File: src/rtl/rv32i_trace_pkg.sv
// Shared constants for the rv32i writeback trace buffer: FSM states, capture modes
// and trace-entry field widths.
package rv32i_trace_pkg;

   typedef enum logic [1:0] {
      ST_IDLE    = 2'd0,
      ST_CAPTURE = 2'd1,
      ST_POST    = 2'd2,
      ST_FROZEN  = 2'd3
   } state_t;

   localparam logic [1:0] MODE_STREAM = 2'd0;
   localparam logic [1:0] MODE_PC     = 2'd1;
   localparam logic [1:0] MODE_RD     = 2'd2;
   localparam logic [1:0] MODE_RSVD   = 2'd3;

   localparam int unsigned DEF_DATA_W = 32;
   localparam int unsigned DEF_RA_W   = 5;
   localparam int unsigned DEF_DEPTH  = 16;
   localparam int unsigned DEF_CYC_W  = 16;

   // Stored entry is {pc, rd, data, stamp}.
   function automatic int unsigned entry_w(input int unsigned data_w, input int unsigned ra_w,
                                           input int unsigned cyc_w);
      return 2 * data_w + ra_w + cyc_w;
   endfunction

endpackage

File: src/rtl/rv32i_trace_ram.sv
// Trace storage: one write port, one registered read port with write-to-read
// forwarding so the head register always shows the post-write contents.
module rv32i_trace_ram #(
   parameter int unsigned DEPTH = 16,
   parameter int unsigned W     = 85
) (
   input  logic                     clk,
   input  logic                     rst,
   input  logic                     we,
   input  logic [$clog2(DEPTH)-1:0] waddr,
   input  logic [W-1:0]             wdata,
   input  logic [$clog2(DEPTH)-1:0] raddr,
   output logic [W-1:0]             rdata
);

   logic [W-1:0] mem [DEPTH];

   always_ff @(posedge clk) begin
      if (we) mem[waddr] <= wdata;
   end

   always_ff @(posedge clk or posedge rst) begin
      if (rst)                         rdata <= '0;
      else if (we && (waddr == raddr)) rdata <= wdata;
      else                             rdata <= mem[raddr];
   end

endmodule

File: src/rtl/rv32i_wb_trace_buf.sv
// Retirement-trace buffer on the rv32i writeback port: stream FIFO or
// PC/rd-triggered circular capture with post-trigger depth and valid/ready readout.
module rv32i_wb_trace_buf
   import rv32i_trace_pkg::*;
#(
   parameter int unsigned DATA_W = DEF_DATA_W,
   parameter int unsigned RA_W   = DEF_RA_W,
   parameter int unsigned DEPTH  = DEF_DEPTH,
   parameter int unsigned CYC_W  = DEF_CYC_W
) (
   input  logic                     clk_i,
   input  logic                     rst_i,
   input  logic                     clear_i,
   input  logic                     arm_i,
   input  logic [1:0]               mode_i,
   input  logic [DATA_W-1:0]        trig_pc_i,
   input  logic [RA_W-1:0]          trig_rd_i,
   input  logic [$clog2(DEPTH):0]   post_cnt_i,
   input  logic                     wb_regwrite_i,
   input  logic [RA_W-1:0]          wb_rd_addr_i,
   input  logic [DATA_W-1:0]        wb_wdata_i,
   input  logic [DATA_W-1:0]        wb_pc_i,
   input  logic                     rd_ready_i,
   output logic                     rd_valid_o,
   output logic [DATA_W-1:0]        rd_pc_o,
   output logic [RA_W-1:0]          rd_addr_o,
   output logic [DATA_W-1:0]        rd_data_o,
   output logic [CYC_W-1:0]         rd_cyc_o,
   output logic [1:0]               state_o,
   output logic [$clog2(DEPTH):0]   count_o,
   output logic                     overflow_o
);

   localparam int unsigned PTR_W   = $clog2(DEPTH);
   localparam int unsigned CNT_W   = PTR_W + 1;
   localparam int unsigned ENTRY_W = entry_w(DATA_W, RA_W, CYC_W);

   state_t             state_q, state_n;
   logic [1:0]         mode_q, mode_n;
   logic [CYC_W-1:0]   cyc_q;
   logic [PTR_W-1:0]   wr_ptr_q, wr_ptr_n, rd_ptr_q, rd_ptr_n;
   logic [CNT_W-1:0]   count_q, count_n, post_left_q, post_left_n, post_clamp;
   logic               overflow_q, overflow_n, rd_valid_n, wr_en;
   logic               ev, full, pop, circ, hit, trig;
   logic [ENTRY_W-1:0] rdata;

   assign ev         = wb_regwrite_i && (wb_rd_addr_i != '0);
   assign full       = (count_q == CNT_W'(DEPTH));
   assign pop        = rd_valid_o && rd_ready_i;
   assign circ       = ((state_q == ST_CAPTURE) && (mode_q != MODE_STREAM)) || (state_q == ST_POST);
   assign hit        = (mode_q == MODE_PC) ? (wb_pc_i == trig_pc_i) : (wb_rd_addr_i == trig_rd_i);
   assign trig       = ev && hit && (state_q == ST_CAPTURE) && (mode_q != MODE_STREAM);
   assign post_clamp = (post_cnt_i > CNT_W'(DEPTH)) ? CNT_W'(DEPTH) : post_cnt_i;

   // State register
   always_ff @(posedge clk_i or posedge rst_i) begin
      if (rst_i) state_q <= ST_IDLE;
      else       state_q <= state_n;
   end

   // Next-state logic; clear wins over everything else
   always_comb begin
      state_n = state_q;
      if (clear_i) begin
         state_n = ST_IDLE;
      end else begin
         case (state_q)
            ST_IDLE:    if (arm_i) state_n = ST_CAPTURE;
            ST_CAPTURE: if (trig)  state_n = (post_clamp <= CNT_W'(1)) ? ST_FROZEN : ST_POST;
            ST_POST:    if (ev && (post_left_q <= CNT_W'(1))) state_n = ST_FROZEN;
            ST_FROZEN:  if ((count_q == '0) || (pop && (count_q == CNT_W'(1)))) state_n = ST_IDLE;
            default:    state_n = ST_IDLE;
         endcase
      end
   end

   // Datapath control: write enable, pointer/count/flag updates
   always_comb begin
      wr_en       = 1'b0;
      wr_ptr_n    = wr_ptr_q;
      rd_ptr_n    = rd_ptr_q;
      count_n     = count_q;
      overflow_n  = overflow_q;
      post_left_n = post_left_q;
      mode_n      = mode_q;
      if (clear_i) begin
         wr_ptr_n    = '0;
         rd_ptr_n    = '0;
         count_n     = '0;
         overflow_n  = 1'b0;
         post_left_n = '0;
      end else begin
         case (state_q)
            ST_IDLE: if (arm_i) begin
               wr_ptr_n   = '0;
               rd_ptr_n   = '0;
               count_n    = '0;
               overflow_n = 1'b0;
               mode_n     = (mode_i == MODE_RSVD) ? MODE_STREAM : mode_i;
            end
            ST_CAPTURE, ST_POST: begin
               if (!circ) begin
                  if (pop) rd_ptr_n = rd_ptr_q + PTR_W'(1);
                  if (ev && (!full || pop)) begin
                     wr_en    = 1'b1;
                     wr_ptr_n = wr_ptr_q + PTR_W'(1);
                  end else if (ev) begin
                     overflow_n = 1'b1;
                  end
                  count_n = count_q + CNT_W'(wr_en) - CNT_W'(pop);
               end else if (ev) begin
                  // Circular capture: a full buffer drops its oldest entry
                  wr_en    = 1'b1;
                  wr_ptr_n = wr_ptr_q + PTR_W'(1);
                  if (full) rd_ptr_n = rd_ptr_q + PTR_W'(1);
                  else      count_n  = count_q + CNT_W'(1);
                  if (trig)                    post_left_n = post_clamp - CNT_W'(1);
                  else if (state_q == ST_POST) post_left_n = post_left_q - CNT_W'(1);
               end
            end
            ST_FROZEN: if (pop) begin
               rd_ptr_n = rd_ptr_q + PTR_W'(1);
               count_n  = count_q - CNT_W'(1);
            end
            default: ;
         endcase
      end
      rd_valid_n = (count_n != '0) &&
                   (((state_n == ST_CAPTURE) && (mode_n == MODE_STREAM)) || (state_n == ST_FROZEN));
   end

   always_ff @(posedge clk_i or posedge rst_i) begin
      if (rst_i) begin
         cyc_q       <= '0;
         mode_q      <= MODE_STREAM;
         wr_ptr_q    <= '0;
         rd_ptr_q    <= '0;
         count_q     <= '0;
         post_left_q <= '0;
         overflow_q  <= 1'b0;
         rd_valid_o  <= 1'b0;
      end else begin
         cyc_q       <= cyc_q + CYC_W'(1);
         mode_q      <= mode_n;
         wr_ptr_q    <= wr_ptr_n;
         rd_ptr_q    <= rd_ptr_n;
         count_q     <= count_n;
         post_left_q <= post_left_n;
         overflow_q  <= overflow_n;
         rd_valid_o  <= rd_valid_n;
      end
   end

   rv32i_trace_ram #(
      .DEPTH (DEPTH),
      .W     (ENTRY_W)
   ) u_ram (
      .clk   (clk_i),
      .rst   (rst_i),
      .we    (wr_en),
      .waddr (wr_ptr_q),
      .wdata ({wb_pc_i, wb_rd_addr_i, wb_wdata_i, cyc_q}),
      .raddr (rd_ptr_n),
      .rdata (rdata)
   );

   assign {rd_pc_o, rd_addr_o, rd_data_o, rd_cyc_o} = rdata;
   assign state_o    = state_q;
   assign count_o    = count_q;
   assign overflow_o = overflow_q;

endmodule
File: config.mk
export PLATFORM = sky130hd
export DESIGN_NAME = rv32i_wb_trace_buf
export DESIGN_NICKNAME = d
export VERILOG_FILES = /design/src/rtl/rv32i_trace_pkg.sv /design/src/rtl/rv32i_trace_ram.sv /design/src/rtl/rv32i_wb_trace_buf.sv
export SDC_FILE = /design/constraint.sdc
export NUM_CORES = 2
export LEC_CHECK = 0
export ABC_AREA = 1
export CAP_MARGIN = 20
export CELL_PAD_IN_SITES_DETAIL_PLACEMENT = 0
export CELL_PAD_IN_SITES_GLOBAL_PLACEMENT = 1
export CORE_UTILIZATION = 35
export DETAILED_ROUTE_END_ITERATION = 12
export GPL_TIMING_DRIVEN = 0
export PLACE_DENSITY_LB_ADDON = 0.3
export SLEW_MARGIN = 40
export SYNTH_ARGS = -nofsm -noshare
export SYNTH_HDL_FRONTEND = slang
export SYNTH_HIERARCHICAL = 1
export SYNTH_SLANG_ARGS = --single-unit
File: constraint.sdc
create_clock -name clk_i -period 6.1 [get_ports clk_i]
set_input_delay 0.61 -clock clk_i [delete_from_list [all_inputs] [get_ports clk_i]]
set_output_delay 0.61 -clock clk_i [all_outputs]
set_load 0.02 [all_outputs]
==> summary.txt <==
Status
  – Status: complete, no violations

STA
  – Slew @ Worst Pin: between 800 and 900 ps
  – Relative slew slack: 40.6%
  – Tcrit/Tclk final: ~84%
  – Fin Setup TNS: 0 ps
  – Hold Vio Cnt, Final: 0
  – RSZ-0062 raised after global routing: no
  – Fmax: a little under 200 MHz
  – Max Clock Skew: 36.4 ps
  – Final worst setup slack: 978 ps
  – Setup violations, final: 0
  – Tmin final: slightly above 5000 ps
  – Max Slew Vio Count: 0

Final layout
  – Number of fill cells in the layout: 16.2k
  – Share of layout cells above drive strength 1: 10.8%
  – Most common cell after layout, fill and taps aside: nand2_1
  – Final net count: roughly 6k
  – Most frequent cells in the layout: nand2_1, edfxtp_1, nand3_1
  – Synth-to-Final Area Change: 20.5%
  – Post-layout util: 42.6%

Logic synthesis
  – Average size of a mapped cell: 11.4 sq um
  – Post-synth EDFFs: 1,360
  – Area leader, netlist: edfxtp_1
  – Syn nets: ~5.5k
  – Synth cell types: 46
  – Ys Warns: 6
  – Asr flop ratio synth: 8.42%
  – Main area contributors after synthesis: edfxtp_1, nand2_1, nand3_1
  – Synthesized area: around 61,000 sq um
  – Mapped Cells: approximately 5.4k
  – Seq/Total Area, Yosys: 71.6%
  – Top-area cell type share of the netlist area: 66.5%
  – #FFs+latches synth: 1,485
  – Synth Flop Type: edfxtp_1

Detailed routing
  – Routed vias: 42.5k
  – Wire per inst: 23.3 um
  – Final WL: 194 mm
  – Detail Route Antenna Nets: 0
  – DRC violations left: 0
  – Total iterations of the first detailed-routing run: 5
  – DR vias/cell: 5.10
  – Number of DRC markers in iteration 0: 3,809

GRT
  – Antenna violations before repair: 14
  – Number of global-route vias before repair: 40.9k
  – First-pass GRT wire length: 281 mm
  – GRT Residual Overflow: 0
  – Largest net degree at the start of global routing: 50
  – Total GRT Usage: 21.7%

Clock tree
  – Htree depth: 4
  – Post-CTS Setup Bufs: 0
  – Clock Tree Buf Depth: 3
  – Reg clk slew, reported paths: 50 ps
  – Num CTS Buffers: ~160
  – Clk_lat worst skew: ~810 ps
  – Hold_buf cts: 0
  – PostCTS Resize Cnt: 0
  – Root buf cell: clkbuf_16
  – # clock sinks: about 1.5k
  – CTS tree: done

Power
  – Peak VDD IR: 283 uV
  – Pwr Density: approximately 430 nW/um^2
  – Leakage: 28.0 nW

Floorplanning
  – I/O pins: between 200 and 250
  – Rows: 153
  – Initial core utilization: a little over a third
  – Die area: between 150,000 and 200,000 sq um
  – Die height: about 420 um
  – Core area: 174,000 sq um
  – Die Span X: 421 um

Flow run
  – Max Cap Viol: 0

Critical path
  – CP max FO: 19
  – Arrival @ worst endpoint: 5690 ps
  – Crit start category: input port
  – Crit path capture type: flop
  – WS Path Type: input port to flop
  – WP data required: 6670 ps

Placement
  – Dpl ws: between 200 and 250 ps
  – PortBufs: 211
  – Post-DP HPWL: 133 mm
  – Gpl congestion: 0.790

Hold path
  – Tightest Hold Check Type: input port to flop
[metal layers]
metal,track usage (%),vias up,share of wire (%)
met5,0,-,0.0041
met4,8.13,2,3.4
met3,3.17,248,5.9
met2,34.9,1317,47
met1,29.6,21222,43
li1,-,19727,-
[worst paths after layout]
path / start / to / slack, ps / depth (start not counted)
min in group asynchronous: rst_i / u_ram/rdata[12]$_DFF_PP0_ / 430 / 2
setup / recovery: wb_rd_addr_i[1] / u_ram/rdata[4]$_DFF_PP0_ / 980 / 17
hold / removal: clear_i / wr_ptr_q[2]$_DFFE_PP0P_ / 180 / 2
setup reg to reg: count_o[1]$_DFF_PP0_ / u_ram/rdata[4]$_DFF_PP0_ / 1060 / 17
hold reg to reg: post_left_q[1]$_DFFE_PP0P_ / post_left_q[1]$_DFFE_PP0P_ / 520 / 2
max in group asynchronous: rst_i / u_ram/rdata[34]$_DFF_PP0_ / 5040 / 3
[sequential cells by signal (all words and copies together), names as in the netlist]
name,cells
cyc_q,16
u_ram/rdata,85
count_o,5
state_o,2
mode_q,2
wr_ptr_q,4
u_ram/mem,1360
overflow_o,1
rd_ptr_q,4
post_left_q,5
rd_valid_o,1
[final cells by class]
cell class | instances | area (sq um) | share of cell area, %
tap | 2325 | 2910 | 3.93
sequential | 1485 | 44000 | 59.4
multi-input combinational | 3486 | 15500 | 20.9
clock inverter | 82 | 581 | 0.784
inverter | 92 | 358 | 0.483
clock buffer | 211 | 4370 | 5.91
antenna | 8 | 20.0 | 0.0270
buffer | 325 | 1740 | 2.35
timing repair buffer | 328 | 4600 | 6.21
[logic make-up after synthesis]
logic type               Yosys count  share of synthesized area (%)
AO/OA/AOI/OAI                     78                          0.731
XOR/XNOR                          55                          0.784
adder cells (fa/ha/maj)           26                          0.542
buffers and inverters            417                           3.38
flip-flops                      1485                           71.6
AND/OR/NAND/NOR                 3327                           23.0
[through the flow]
stage / total power [W] / std cells / instance area, sq um / hold slack [ps]
after floorplan: 0.0180 / 5388 / 61400 / 475
after global placement: 0.0225 / 7924 / 66400 / 496
after detailed placement: 0.0226 / 8041 / 69100 / 500
after CTS: 0.0319 / 8334 / 74100 / 127
after global routing: 0.0332 / 8336 / 74000 / 162
final: 0.0317 / 8342 / 74000 / 183
[report_power, final]
part	internal [W]	switching [W]
Combinational	0.00306	0.00756
Sequential	0.0116	0.000191
Clock	0.00523	0.00403
Total	0.0199	0.0118
[Yosys cell counts, drive strengths merged, types with 25 or more instances]
master	n
nor2	66
inv	90
clkbuf	63
nand3	1052
ha	25
edfxtp	1360
o21ai	36
buf	262
nand4	88
nand2	2108
dfrtp	125
xnor2	34
[worst max-delay path, cell delays in order]
cell,delay [ps]
clkdlybuf4s50_1,970
nor2_1,80
nand3b_1,390
nand2_2,210
nor2_1,350
o211ai_1,140
a31oi_1,200
buf_4,440
clkinv_2,580
buf_2,480
clkbuf_1,370
nand3_1,260
nand2_1,80
nand2_1,100
nand2_1,70
nand2_1,60
nand2_1,220
No activity file was read; power rests on OpenSTA's default activity.
